`src/rtl/accum_cpu_core.sv`:
```
// accum_cpu_core: accumulator CPU with fetch/decode/execute FSM, PC, IR, MBR and AC.
// Define ACPU_INDIRECT_EN to make operand bit [ADDR_WIDTH-1] an indirect-address flag.
module accum_cpu_core #(
    parameter int                    DATA_WIDTH = 16,
    parameter int                    ADDR_WIDTH = 12,
    parameter logic [ADDR_WIDTH-1:0] RESET_PC   = 'h100
) (
    input  logic                  clk,
    input  logic                  reset,
    input  logic                  start,
    output logic [ADDR_WIDTH-1:0] mem_addr,
    output logic                  mem_cs,
    output logic                  mem_we,
    output logic                  mem_oe,
    output logic [DATA_WIDTH-1:0] mem_wdata,
    input  logic [DATA_WIDTH-1:0] mem_rdata,
    output logic                  halted,
    output logic [ADDR_WIDTH-1:0] pc_o,
    output logic [DATA_WIDTH-1:0] ac_o,
    output logic [DATA_WIDTH-1:0] ir_o
);

    typedef enum logic [3:0] {
        S_IDLE,
        S_FETCH,
        S_FWAIT,
        S_DECODE,
        S_IND,
        S_IWAIT,
        S_OPRD,
        S_OWAIT,
        S_STORE,
        S_EXEC,
        S_HALT
    } state_t;

    localparam logic [3:0] OP_LOAD  = 4'h1;
    localparam logic [3:0] OP_STORE = 4'h2;
    localparam logic [3:0] OP_ADD   = 4'h3;
    localparam logic [3:0] OP_SUB   = 4'h4;
    localparam logic [3:0] OP_AND   = 4'h5;
    localparam logic [3:0] OP_OR    = 4'h6;
    localparam logic [3:0] OP_NOT   = 4'h7;
    localparam logic [3:0] OP_BACK  = 4'h8;
    localparam logic [3:0] OP_SKIP  = 4'h9;
    localparam logic [3:0] OP_JUMP  = 4'hA;
    localparam logic [3:0] OP_CLEAR = 4'hB;
    localparam logic [3:0] OP_HALT  = 4'hF;

    state_t                state;
    logic [ADDR_WIDTH-1:0] pc;
    logic [ADDR_WIDTH-1:0] ea;
    logic [DATA_WIDTH-1:0] ir;
    logic [DATA_WIDTH-1:0] mbr;
    logic [DATA_WIDTH-1:0] ac;
    logic [3:0]            opcode;
    logic [ADDR_WIDTH-1:0] direct_addr;
    logic                  skip_taken;

    assign opcode = ir[DATA_WIDTH-1 -: 4];

`ifdef ACPU_INDIRECT_EN
    logic is_ind;
    assign direct_addr = {1'b0, ir[ADDR_WIDTH-2:0]};
    assign is_ind      = ir[ADDR_WIDTH-1] &&
                         (((opcode >= OP_LOAD) && (opcode <= OP_NOT)) || (opcode == OP_JUMP));
`else
    assign direct_addr = ir[ADDR_WIDTH-1:0];
`endif

    // Where an instruction goes once its effective address is known.
    function automatic state_t dispatch(input logic [3:0] op);
        case (op)
            OP_LOAD, OP_ADD, OP_SUB, OP_AND, OP_OR, OP_NOT: dispatch = S_OPRD;
            OP_STORE: dispatch = S_STORE;
            OP_HALT:  dispatch = S_HALT;
            default:  dispatch = S_EXEC;
        endcase
    endfunction

    always_comb begin
        case (ir[ADDR_WIDTH-1 -: 2])
            2'b00:   skip_taken = ac[DATA_WIDTH-1];
            2'b01:   skip_taken = (ac == '0);
            2'b10:   skip_taken = !ac[DATA_WIDTH-1] && (ac != '0);
            default: skip_taken = 1'b0;
        endcase
    end

    always_ff @(posedge clk or posedge reset) begin
        if (reset) begin
            state  <= S_IDLE;
            pc     <= RESET_PC;
            ea     <= '0;
            ir     <= '0;
            mbr    <= '0;
            ac     <= '0;
            halted <= 1'b0;
        end else begin
            case (state)
                S_IDLE: begin
                    if (start) begin
                        pc    <= RESET_PC;
                        state <= S_FETCH;
                    end
                end
                S_FETCH: state <= S_FWAIT;
                S_FWAIT: begin
                    ir    <= mem_rdata;
                    state <= S_DECODE;
                end
                S_DECODE: begin
                    pc <= pc + ADDR_WIDTH'(1);
                    ea <= direct_addr;
                    if (opcode == OP_HALT) halted <= 1'b1;
`ifdef ACPU_INDIRECT_EN
                    state <= is_ind ? S_IND : dispatch(opcode);
`else
                    state <= dispatch(opcode);
`endif
                end
`ifdef ACPU_INDIRECT_EN
                S_IND: state <= S_IWAIT;
                S_IWAIT: begin
                    ea    <= mem_rdata[ADDR_WIDTH-1:0];
                    state <= dispatch(opcode);
                end
`endif
                S_OPRD: state <= S_OWAIT;
                S_OWAIT: begin
                    mbr   <= mem_rdata;
                    state <= S_EXEC;
                end
                S_STORE: state <= S_FETCH;
                S_EXEC: begin
                    // PC already points past this instruction, so BACK subtracts 2.
                    case (opcode)
                        OP_LOAD:  ac <= mbr;
                        OP_ADD:   ac <= ac + mbr;
                        OP_SUB:   ac <= ac - mbr;
                        OP_AND:   ac <= ac & mbr;
                        OP_OR:    ac <= ac | mbr;
                        OP_NOT:   ac <= ~mbr;
                        OP_BACK:  pc <= pc - ADDR_WIDTH'(2);
                        OP_SKIP:  if (skip_taken) pc <= pc + ADDR_WIDTH'(1);
                        OP_JUMP:  pc <= ea;
                        OP_CLEAR: ac <= '0;
                        default:  ;
                    endcase
                    state <= S_FETCH;
                end
                S_HALT:  state <= S_HALT;
                default: state <= S_IDLE;
            endcase
        end
    end

    // Memory strobes follow the state alone, so an async reset drops them at once.
    always_comb begin
        mem_addr = '0;
        mem_cs   = 1'b0;
        mem_we   = 1'b0;
        mem_oe   = 1'b0;
        case (state)
            S_FETCH: begin
                mem_addr = pc;
                mem_cs   = 1'b1;
                mem_oe   = 1'b1;
            end
            S_IND: begin
                mem_addr = direct_addr;
                mem_cs   = 1'b1;
                mem_oe   = 1'b1;
            end
            S_OPRD: begin
                mem_addr = ea;
                mem_cs   = 1'b1;
                mem_oe   = 1'b1;
            end
            S_STORE: begin
                mem_addr = ea;
                mem_cs   = 1'b1;
                mem_we   = 1'b1;
            end
            default: ;
        endcase
    end

    assign mem_wdata = ac;
    assign pc_o      = pc;
    assign ac_o      = ac;
    assign ir_o      = ir;

endmodule
```
`config.mk`:
```
export PLATFORM = sky130hd
export DESIGN_NAME = accum_cpu_core
export DESIGN_NICKNAME = d
export VERILOG_FILES = /design/src/rtl/accum_cpu_core.sv
export SDC_FILE = /design/constraint.sdc
export NUM_CORES = 1
export LEC_CHECK = 0
export CORE_ASPECT_RATIO = 0.7
export CORE_MARGIN = 1
export CORE_UTILIZATION = 28
export DETAILED_ROUTE_END_ITERATION = 8
export PLACE_DENSITY = 0.56
export SETUP_SLACK_MARGIN = 0.15
export SYNTH_ARGS = -nofsm -noshare
export SYNTH_HDL_FRONTEND = slang
export SYNTH_SLANG_ARGS = --single-unit
```
`constraint.sdc`:
```
create_clock -name clk -period 4.2 [get_ports clk]
set_input_delay 0.84 -clock clk [delete_from_list [all_inputs] [get_ports clk]]
set_output_delay 0.84 -clock clk [all_outputs]
set_load 0.02 [all_outputs]
```
==> results.toml <==
[run_status]
outcome = "complete, no violations"

[clock_tree]
clockBufferDepth = 2
clk_pin_slew_ns = 0.07
clock-sinks = 77
cts_root_buf = "clkbuf_16"
post_cts_resized = 0
post_cts_buffers = 0
htreeDepth = 3
clkLatencyLatePin_ns = 0.36
hold_buffers = 0
cts_buffers = 9
cts_tree = "yes"

[logic_synthesis]
syn_area_per_cell_um2 = 8.12
synthFlopType = "dfrtp_1"
yosysTopAreaCell = "dfrtp_1"
synth.top_cell.area_share_pct = 31.6
synthTopCellsByArea = "dfrtp_1 (32%), mux2_2 (5.4%), nand2_1 (5.4%), a21oi_1 (5.2%), o21ai_0 (5.1%)"
synth_cells = 741
synth_nets = 782
ys_ff_latch = 77
ys_async_sr_fraction_pct = 100
synth_edf_count = 0
yosysSeqAreaShare_pct = 32.0
syn_area_um2 = 6020
synth.distinct_cells = 69
ys.warnings.count = 0

[layout]
antenna_cells = 0
fillers = 2190
syn2layout_area_growth_pct = 23.7
fin_cells = 1080
nets = 840
drive_gt1_share_pct = 9.83

[flow_run]
cap_violations = 0

[power]
p_per_area_nw_per_um2 = 1020
ir_drop_mv = 0.433
total_leakage_power_nw = 3.08

[setup_path]
path_class = "register to register"
critPathLaunchType = "register"
critPathMaxStageDelay_ns = 0.47
worstPathRequired_ns = 4.44
crit_slowest_cell = "dfrtp_1"
path_cells = "inv_1 > nand2_1 > nor3_1 > nor2_1 > xnor2_1 > ha_1 > a211oi_1 > o21ai_0 > a31oi_1 > o21ai_0 > xor2_1 > a222oi_1 > a21oi_1"
arrival_ns = 3.94
end_kind = "register"
cpMostUsedCell = "o21ai_0"
cp_max_fo = 9

[grt]
grt.total_usage_pct = 19.3
antenna_found_initial = 0
overflow = 0
grt_pass1_vias = 5466
grt_max_degree = 49
grt_pass1_wl_mm = 32.6

[routing]
drc_errors = 0
viasPerCell = 5.62
vias = 6071
wl_per_cell_um = 19.3
routed_wl_mm = 20.9
detail-route-antenna-nets = 0
first_iter_violations = 750
drt_pass1_iterations = 5

[sta]
period_minus_slack_ns = 3.70
timing.final.max_slew_violations = 0
maxSlewHeadroom_pct = 36.4
fmax_mhz = 270
hold_viol = 0
fin_skew_ns = 0.0121
rsz0062_at_grt = "false"
finalSetupTns_ns = 0
holdWs_ns = 0.517
setup_viol = 0
tightest_slew_ns = 0.952
period_share_pct = 88.1

[die]
num_rows = 44
core_area_um2 = 20900
die_x_um = 177
initial_core_util_pct = 28.8
die_y_um = 125
dieArea_um2 = 22100
io_pins = 95

[placement]
place_congestion = 0.878
dp_hpwl_mm = 15.2
dp_cells = 1064
port_buffers = 94

[min_path]
hold_path_class = "register to register"
==> power breakdown <==
part / internal [W] / total (W) / switching (W)
Combinational: 0.00209 / 0.00490 / 0.00281
Clock: 0.000536 / 0.000885 / 0.000349
Sequential: 0.00109 / 0.00181 / 0.000722
==> final timing paths <==
| kind | start | to | slack, ns | depth (start not counted) |
|---|---|---|---|---|
| setup reg to reg | ir_o[15]$_DFFE_PP0P_ | ac_o[12]$_DFFE_PP0P_ | 0.50 | 13 |
| hold / removal | ea[6]$_DFFE_PP0P_ | ea[6]$_DFFE_PP0P_ | 0.52 | 2 |
| max in group asynchronous | reset | pc_o[10]$_DFFE_PP0P_ | 2.44 | 3 |
| hold reg to reg | ea[6]$_DFFE_PP0P_ | ea[6]$_DFFE_PP0P_ | 0.52 | 2 |
| min in group asynchronous | reset | ir_o[5]$_DFFE_PP0P_ | 0.97 | 2 |
| setup / recovery | ir_o[15]$_DFFE_PP0P_ | ac_o[12]$_DFFE_PP0P_ | 0.50 | 13 |
==> critical path, delay by kind of cell (launching register included) <==
kind / cells / cell delay, ns
buffers and inverters: 1 / 0.20
AOI/OAI and AO/OA: 6 / 1.62
xor gates and xnor gates: 2 / 0.35
and+or+nand+nor: 3 / 0.61
DFF: 1 / 0.47
adders and majority gates: 1 / 0.35
==> state kept, by name (all words and copies together) (netlist names) <==
register,cells
ac_o,16
ir_o,16
mbr,16
ea,12
pc_o,12
state,4
halted,1
==> cells in the mapped netlist, drive strengths merged (2+ instances only) <==
library cell,n
nand2,87
dfrtp,76
o21ai,70
nor2,63
a21oi,62
clkbuf,37
buf,30
mux2,29
inv,28
ha,21
nor3,19
xor2,19
xnor2,17
a222oi,15
nand3,15
o22ai,11
a211oi,10
a22oi,9
a31oi,9
mux2i,9
nor4,9
nor2b,8
a21o,7
nand2b,7
and3,6
o211ai,6
o31ai,6
a221oi,5
or3,5
nand4,4
o21a,4
a221o,3
o2111ai,3
o22a,3
a211o,2
and2,2
nor3b,2
o221ai,2
o2bb2ai,2
==> layout by cell type, fill, tap and decap left out, drive strengths merged, types with 3 or more instances in the layout <==
cell type,Yosys,final
a22oi,9,9
mux2i,9,9
a21oi,62,62
clkinv,1,5
xor2,19,19
a221o,3,3
a222oi,15,15
nor3,19,19
inv,28,27
o211ai,6,6
clkdlybuf4s50,0,94
nand2b,7,7
a21o,7,7
nand2,87,87
clkbuf,37,10
xnor2,17,17
o31ai,6,6
a31oi,9,9
nand4,4,4
a211oi,10,10
nor2b,8,8
nand3,15,15
and3,6,6
nor2,63,63
o21a,4,4
o2111ai,3,3
o22a,3,3
mux2,29,29
o22ai,11,11
ha,21,21
buf,30,20
a221oi,5,5
o21ai,70,70
nor4,9,9
or3,5,5
dfrtp,76,76
==> cell type report <==
type | count | area (µm²) | share of cell area (%)
multi-input combinational | 568 | 3640 | 48.9
tap | 276 | 345 | 4.64
sequential | 77 | 1930 | 25.9
timing repair buffer | 114 | 1090 | 14.7
clock buffer | 10 | 239 | 3.21
clock inverter | 6 | 86.3 | 1.16
inverter | 29 | 110 | 1.48
==> stage by stage <==
stage                     worst slack (ns)  power, W  util (%)  cell area, µm²
after detailed placement             0.551   0.00663      34.0            7120
after global routing                 0.187   0.00818      35.6            7440
after CTS                            0.553   0.00755      35.6            7440
after floorplan                      0.544   0.00510         -            6020
after global placement               0.645   0.00660      34.0            7120
final                                0.501   0.00759      35.6            7440
==> routing by layer <==
metal	GRT usage [%]	vias to the layer above	wire, µm
li1	-	2810	-
met1	31.8	2945	10900
met2	24.5	301	7920
met3	4.12	15	1920
met4	3.50	0	140
met5	0	-	0
==> cells by family after synthesis <==
kind of cell / synth area share [%]
fa+ha+maj: 4.70
compound gates: 26.0
mux: 6.92
buf+inv: 7.51
xor+xnor: 5.24
simple gates: 17.6
flops: 32.0
No activity file was read; power rests on OpenSTA's default activity.
